**config.mk**
```make
export PLATFORM = sky130hd
export DESIGN_NAME = spi_master_cfg
export DESIGN_NICKNAME = d
export VERILOG_FILES = /design/src/rtl/spi_pkg.sv /design/src/rtl/spi_clk_div.sv /design/src/rtl/spi_master_cfg.sv
export SDC_FILE = /design/constraint.sdc
export NUM_CORES = 1
export LEC_CHECK = 0
export CAP_MARGIN = 20
export CELL_PAD_IN_SITES_DETAIL_PLACEMENT = 1
export CELL_PAD_IN_SITES_GLOBAL_PLACEMENT = 1
export CORE_UTILIZATION = 49
export CTS_BUF_LIST = sky130_fd_sc_hd__clkbuf_4 sky130_fd_sc_hd__clkbuf_8
export DETAILED_ROUTE_END_ITERATION = 8
export GPL_TIMING_DRIVEN = 0
export MAX_ROUTING_LAYER = met4
export PLACE_DENSITY = 0.92
export SETUP_SLACK_MARGIN = 0.15
export SLEW_MARGIN = 15
export SYNTH_ARGS = -nofsm -noshare
export SYNTH_HDL_FRONTEND = slang
export SYNTH_SLANG_ARGS = --single-unit
```
**constraint.sdc**
```tcl
create_clock -name clk -period 3.2 [get_ports clk]
set_input_delay 0.48 -clock clk [delete_from_list [all_inputs] [get_ports clk]]
set_output_delay 0.48 -clock clk [all_outputs]
set_load 0.1 [all_outputs]
```
**src/rtl/spi_pkg.sv**
```systemverilog
// Shared types and constant helpers for the configurable SPI master.
package spi_pkg;

    typedef enum logic [1:0] {
        IDLE  = 2'd0,
        LEAD  = 2'd1,
        XFER  = 2'd2,
        TRAIL = 2'd3
    } state_t;

    // Ceiling log2, usable in constant expressions (clog2(1) = 0).
    function automatic int clog2(input int v);
        int r;
        r = 0;
        for (int i = 0; i < 31; i++)
            if ((1 << i) < v) r = i + 1;
        return r;
    endfunction

    // Width of a select index for n targets, never below one bit.
    function automatic int sel_w(input int n);
        return (n > 1) ? clog2(n) : 1;
    endfunction

endpackage

```
**src/rtl/spi_clk_div.sv**
```systemverilog
// SCLK half-period divider: ce pulses for one clk every DIV enabled clks.
module spi_clk_div import spi_pkg::*; #(
    parameter int DIV = 100
) (
    input  logic clk,
    input  logic clr,
    input  logic en,
    input  logic sync_clr,
    output logic ce
);

    localparam int TW = clog2(DIV);

    logic [TW-1:0] cnt_q;

    assign ce = en && (cnt_q == TW'(DIV - 1));

    // Tact counter, restarted on a new transfer and after every tick.
    always_ff @(posedge clk or posedge clr) begin
        if (clr)                 cnt_q <= '0;
        else if (sync_clr || ce) cnt_q <= '0;
        else if (en)             cnt_q <= cnt_q + TW'(1);
    end

endmodule

```
**src/rtl/spi_master_cfg.sv**
```systemverilog
// Configurable SPI master: DW-bit transfers, four CPOL/CPHA modes,
// MSB/LSB-first, NCS active-low selects, start/busy/done handshake.
module spi_master_cfg import spi_pkg::*; #(
    parameter int DW  = 15,
    parameter int DIV = 100,
    parameter int NCS = 1
) (
    input  logic                    clk,
    input  logic                    clr,
    input  logic                    st,
    input  logic [DW-1:0]           di,
    input  logic [sel_w(NCS)-1:0]   cs_sel,
    input  logic                    cpol,
    input  logic                    cpha,
    input  logic                    lsb_first,
    input  logic                    miso,
    output logic                    sclk,
    output logic                    mosi,
    output logic [NCS-1:0]          cs_n,
    output logic                    busy,
    output logic                    done,
    output logic [DW-1:0]           dout
);

    localparam int EW = clog2(2 * DW);

    state_t          state_q;
    logic            cpol_q, cpha_q, lsb_q;
    logic            sclk_q, mosi_q, busy_q, done_q;
    logic [DW-1:0]   tx_q, rx_q, dout_q;
    logic [EW-1:0]   e_q;
    logic [NCS-1:0]  cs_n_q, cs_dec;
    logic            ce, accept, last_edge, sample_ev, shift_ev;

    function automatic logic first_bit(input logic [DW-1:0] w, input logic lsb);
        return lsb ? w[0] : w[DW-1];
    endfunction

    function automatic logic [DW-1:0] shift_w(input logic [DW-1:0] w, input logic lsb);
        return lsb ? (w >> 1) : (w << 1);
    endfunction

    assign accept    = st && (state_q == IDLE);
    assign last_edge = (e_q == EW'(2 * DW - 1));
    // cpha=0 samples on even edges and shifts on odd ones; cpha=1 is the mirror.
    // The final edge is always odd, so it never shifts in either mode.
    assign sample_ev = ce && (state_q == XFER) && (e_q[0] == cpha_q);
    assign shift_ev  = ce && (state_q == XFER) && (e_q[0] != cpha_q) && !last_edge;

    spi_clk_div #(.DIV(DIV)) u_div (
        .clk      (clk),
        .clr      (clr),
        .en       (busy_q),
        .sync_clr (accept),
        .ce       (ce)
    );

    // One-hot-low select decode; an index at or above NCS matches no line.
    always_comb begin
        cs_dec = '1;
        for (int i = 0; i < NCS; i++)
            cs_dec[i] = (32'(cs_sel) != 32'(i));
    end

    // Transfer FSM with edge counter, tx/rx shifters and registered pins.
    always_ff @(posedge clk or posedge clr) begin
        if (clr) begin
            state_q <= IDLE;
            sclk_q  <= 1'b0;
            mosi_q  <= 1'b0;
            cs_n_q  <= '1;
            busy_q  <= 1'b0;
            done_q  <= 1'b0;
            dout_q  <= '0;
            cpol_q  <= 1'b0;
            cpha_q  <= 1'b0;
            lsb_q   <= 1'b0;
            tx_q    <= '0;
            rx_q    <= '0;
            e_q     <= '0;
        end else begin
            done_q <= 1'b0;
            case (state_q)
                IDLE: begin
                    sclk_q <= cpol_q;
                    mosi_q <= 1'b0;
                    if (st) begin
                        state_q <= LEAD;
                        busy_q  <= 1'b1;
                        cs_n_q  <= cs_dec;
                        cpol_q  <= cpol;
                        cpha_q  <= cpha;
                        lsb_q   <= lsb_first;
                        sclk_q  <= cpol;
                        e_q     <= '0;
                        rx_q    <= '0;
                        // cpha=0 must present the first bit before the first edge
                        if (cpha) begin
                            tx_q <= di;
                        end else begin
                            mosi_q <= first_bit(di, lsb_first);
                            tx_q   <= shift_w(di, lsb_first);
                        end
                    end
                end
                LEAD: if (ce) state_q <= XFER;
                XFER: if (ce) begin
                    sclk_q <= ~sclk_q;
                    if (last_edge) state_q <= TRAIL;
                    else           e_q     <= e_q + EW'(1);
                    if (sample_ev)
                        rx_q <= lsb_q ? {miso, rx_q[DW-1:1]} : {rx_q[DW-2:0], miso};
                    if (shift_ev) begin
                        mosi_q <= first_bit(tx_q, lsb_q);
                        tx_q   <= shift_w(tx_q, lsb_q);
                    end
                end
                TRAIL: if (ce) begin
                    state_q <= IDLE;
                    busy_q  <= 1'b0;
                    done_q  <= 1'b1;
                    dout_q  <= rx_q;
                    cs_n_q  <= '1;
                    mosi_q  <= 1'b0;
                end
                default: state_q <= IDLE;
            endcase
        end
    end

    assign sclk = sclk_q;
    assign mosi = mosi_q;
    assign cs_n = cs_n_q;
    assign busy = busy_q;
    assign done = done_q;
    assign dout = dout_q;

endmodule

```
==> results.py <==
metrics = {
    "detailed_routing": {
        "wl_per_cell_um": 20.2,
        "route.met2.wl_um": 5500,
        "vias": 2895,
        "antenna_left": 0,
        "dr.max_layer_used": "met4",
        "drc": 0,
        "routed_wirelength_um": 10100,
        "first_pass_iters": 5,
        "wl_met3_um": 216,
        "routed_via_density": 5.77,
        "drt-initial-drc-count": 108,
        "wirelength_met1_um": 4270,
    },
    "critical_path": {
        "crit_type": "flop to output port",
        "crit_cells": 1,
        "worstPathRequired_ps": 2720,
        "slowest_delay_ps": 1140,
        "crit_family": "buffers and inverters",
        "path_cells": "clkdlybuf4s50_1",
        "crit_fanout": 3,
        "crit_buf_inv": 1,
        "slowest_stage": "clkdlybuf4s50_1",
        "cp.arrival_ps": 2060,
        "start_kind": "flop",
        "worstReg2RegEnd": "rx_q[3]",
        "r2r_cells": 6,
        "setup.worst_path.end_class": "output port",
        "rr_startpoint": "u_div.cnt_q[2]",
        "r2r_slack_ps": 690,
    },
    "sta": {
        "max_freq_mhz": 394,
        "skew_ps": 9.86,
        "final_max_slew_viol_count": 0,
        "rsz0062_at_grt": "no",
        "fin_crit_ps": 2540,
        "finalSetupTns_ps": 0,
        "worstMarginPinSlew_ps": 985,
        "setup_viol": 0,
        "finalHoldViolCount": 0,
        "period_share_pct": 79.2,
        "relSlewSlack_pct": 34.1,
    },
    "clock_network": {
        "cts_hold_buf": 0,
        "path_clk_slew_ps": 90,
        "cts-root-buf": "clkbuf_8",
        "ctsResizeCount": 0,
        "ctsHtreeMaxLevel": 3,
        "cts_buffers": 9,
        "post_cts_buffers": 0,
        "cts_tree": "yes",
        "cts_sinks": 67,
        "clk_path_buf_depth": 2,
        "insertion_delay_ps": 350,
    },
    "die": {
        "die-area_sq_mm": 0.00786,
        "num_rows": 31,
        "initial_core_util_pct": 50.8,
        "die_x_um": 88.7,
        "die_h_um": 88.7,
        "core_area_sq_mm": 0.00725,
        "ios": 43,
    },
    "synth": {
        "seq_area_frac_synth_pct": 45.6,
        "yosysTopAreaCell": "dfrtp_1",
        "async_flop_share_pct": 100,
        "synthDistinctLibCells": 43,
        "synth_edf_count": 0,
        "yosysWarningCount": 0,
        "avgSynthCellArea_sq_um": 10.7,
        "ys.flop_type": "dfrtp_1",
        "synth_top_area_share_pct": 44.9,
        "netlist_area_sq_mm": 0.00368,
        "syn_nets": 377,
        "synth.area.top_cells": "dfrtp_1, mux2i_1, mux2_2, o2bb2ai_1, ha_1",
        "synth_cells": 345,
        "synth_seq_cells": 67,
    },
    "grt": {
        "grt_pass1_wl_um": 16400,
        "grt_overflow": 0,
        "first_global_vias": 3218,
        "grt_antenna_before_repair": 0,
        "gr-usage-all-layers_pct": 28.9,
        "grt_max_degree": 43,
    },
    "run_status": {
        "outcome": "completed",
    },
    "pwr": {
        "ir_drop_mv": 0.337,
        "power.density_mw_per_mm2": 786,
        "p_leak_nw": 2.07,
    },
    "layout": {
        "fin_area_sq_mm": 0.00444,
        "num_antenna_cells": 0,
        "nFillCells": 785,
        "drive_gt1_share_pct": 13.6,
        "nets": 430,
        "area_delta_synth_final_pct": 20.7,
    },
    "job": {
        "maxCapViolations": 0,
    },
    "placed_design": {
        "place_congestion": 0.836,
        "port_buffers": 41,
        "dpl_cell_area_sq_mm": 0.00424,
        "dpl.hpwl_um": 6680,
    },
    "worst_hold_path": {
        "min_path_type": "input pin to async pin",
    },
}
-- state kept, by name (all words and copies together) (netlist names) --
register	cells
tx_q	15
dout	15
done	1
mosi	1
e_q	5
busy	1
lsb_q	1
cpol_q	1
rx_q	15
cs_n	1
u_div.cnt_q	7
state_q	2
cpha_q	1
sclk	1
-- through the flow --
stage	cells	power, mW	worst slack (ps)	hold WS (ps)	utilization, %
3_5_place_dp	486	2.70	774	487	58.4
6_report	502	3.49	665	448	61.3
3_3_place_gp	485	2.60	-131	487	58.1
4_1_cts	502	3.50	658	460	61.3
5_1_grt	502	3.69	567	481	61.3
2_1_floorplan	345	2.32	567	473	-
-- area by class of cell --
type	count	area (sq um)	area share (%)
Multi-Input combinational cell	239	1840	41.4
Inverter	19	73.8	1.66
Sequential cell	67	1680	37.8
Buffer	20	92.6	2.08
Tap cell	99	124	2.79
Clock inverter	7	82.6	1.86
Timing Repair Buffer	42	430	9.68
Clock buffer	9	124	2.79
-- per-layer routing --
layer	GRT usage (%)	vias up
li1	-	1330
met1	33.2	1504
met2	51.6	46
met3	4.66	15
met4	9.38	0
met5	-	-
-- synth_stat cells (2+ instances only) --
cell type / n
a21oi_1: 21
a31oi_1: 2
buf_1: 2
buf_2: 2
buf_6: 2
clkbuf_1: 14
dfrtp_1: 66
ha_1: 9
inv_1: 19
mux2_1: 2
mux2_2: 22
mux2i_1: 58
nand2_1: 20
nand2b_1: 3
nand3_1: 3
nand4_1: 4
nor2_1: 25
nor3_1: 2
nor3b_1: 2
o21ai_0: 20
o21ai_1: 2
o2bb2ai_1: 16
or3_1: 4
xnor2_1: 4
xor2_1: 3
-- power breakdown --
group | total, mW | switching [mW] | internal (mW) | leakage (nW)
registers | 1.22 | 0.177 | 1.04 | 0.876
clock network | 0.749 | 0.376 | 0.373 | 0.0988
logic | 1.53 | 0.910 | 0.615 | 1.09
total | 3.49 | 1.46 | 2.03 | 2.07
-- cells by family (layout without fill, tap and decap cells) --
family	Yosys count	in the layout	share of synthesized area (%)
muxes	82	82	23.1
AOI/OAI and AO/OA	69	69	12.5
and+or+nand+nor	72	72	9.65
DFF	67	67	45.6
adders and majority gates	9	9	3.06
xor gates and xnor gates	7	7	1.67
buffers and inverters	39	97	4.45
-- placed cells by master, fill, tap and decap left out, types with 2 or more instances in the layout --
cell type,instances
mux2i_1,58
o21ai_0,20
buf_1,2
nand4_1,4
clkbuf_1,14
o2bb2ai_1,16
nand2_1,20
inv_1,18
clkinvlp_4,2
dfrtp_1,66
buf_2,2
buf_6,2
o21ai_1,2
inv_6,3
clkbuf_8,9
nor3b_1,2
xnor2_1,4
mux2_2,22
nand3_1,3
a31oi_1,2
nand2b_1,3
ha_1,9
xor2_1,3
nor3_1,2
mux2_1,2
nor2_1,25
a21oi_1,21
clkdlybuf4s50_1,41
or3_1,4
-- how the worst max path moves through the flow --
stage	startpoint	end	slack (ps)
detailed placement	st	rx_q[3]	770
finish	cs_n	cs_n	660
global route	state_q[0]	tx_q[13]	570
floorplan	busy	mosi	570
CTS	cs_n	cs_n	660
global placement	clr	e_q[3]	-130
No activity file was read; power rests on OpenSTA's default activity.
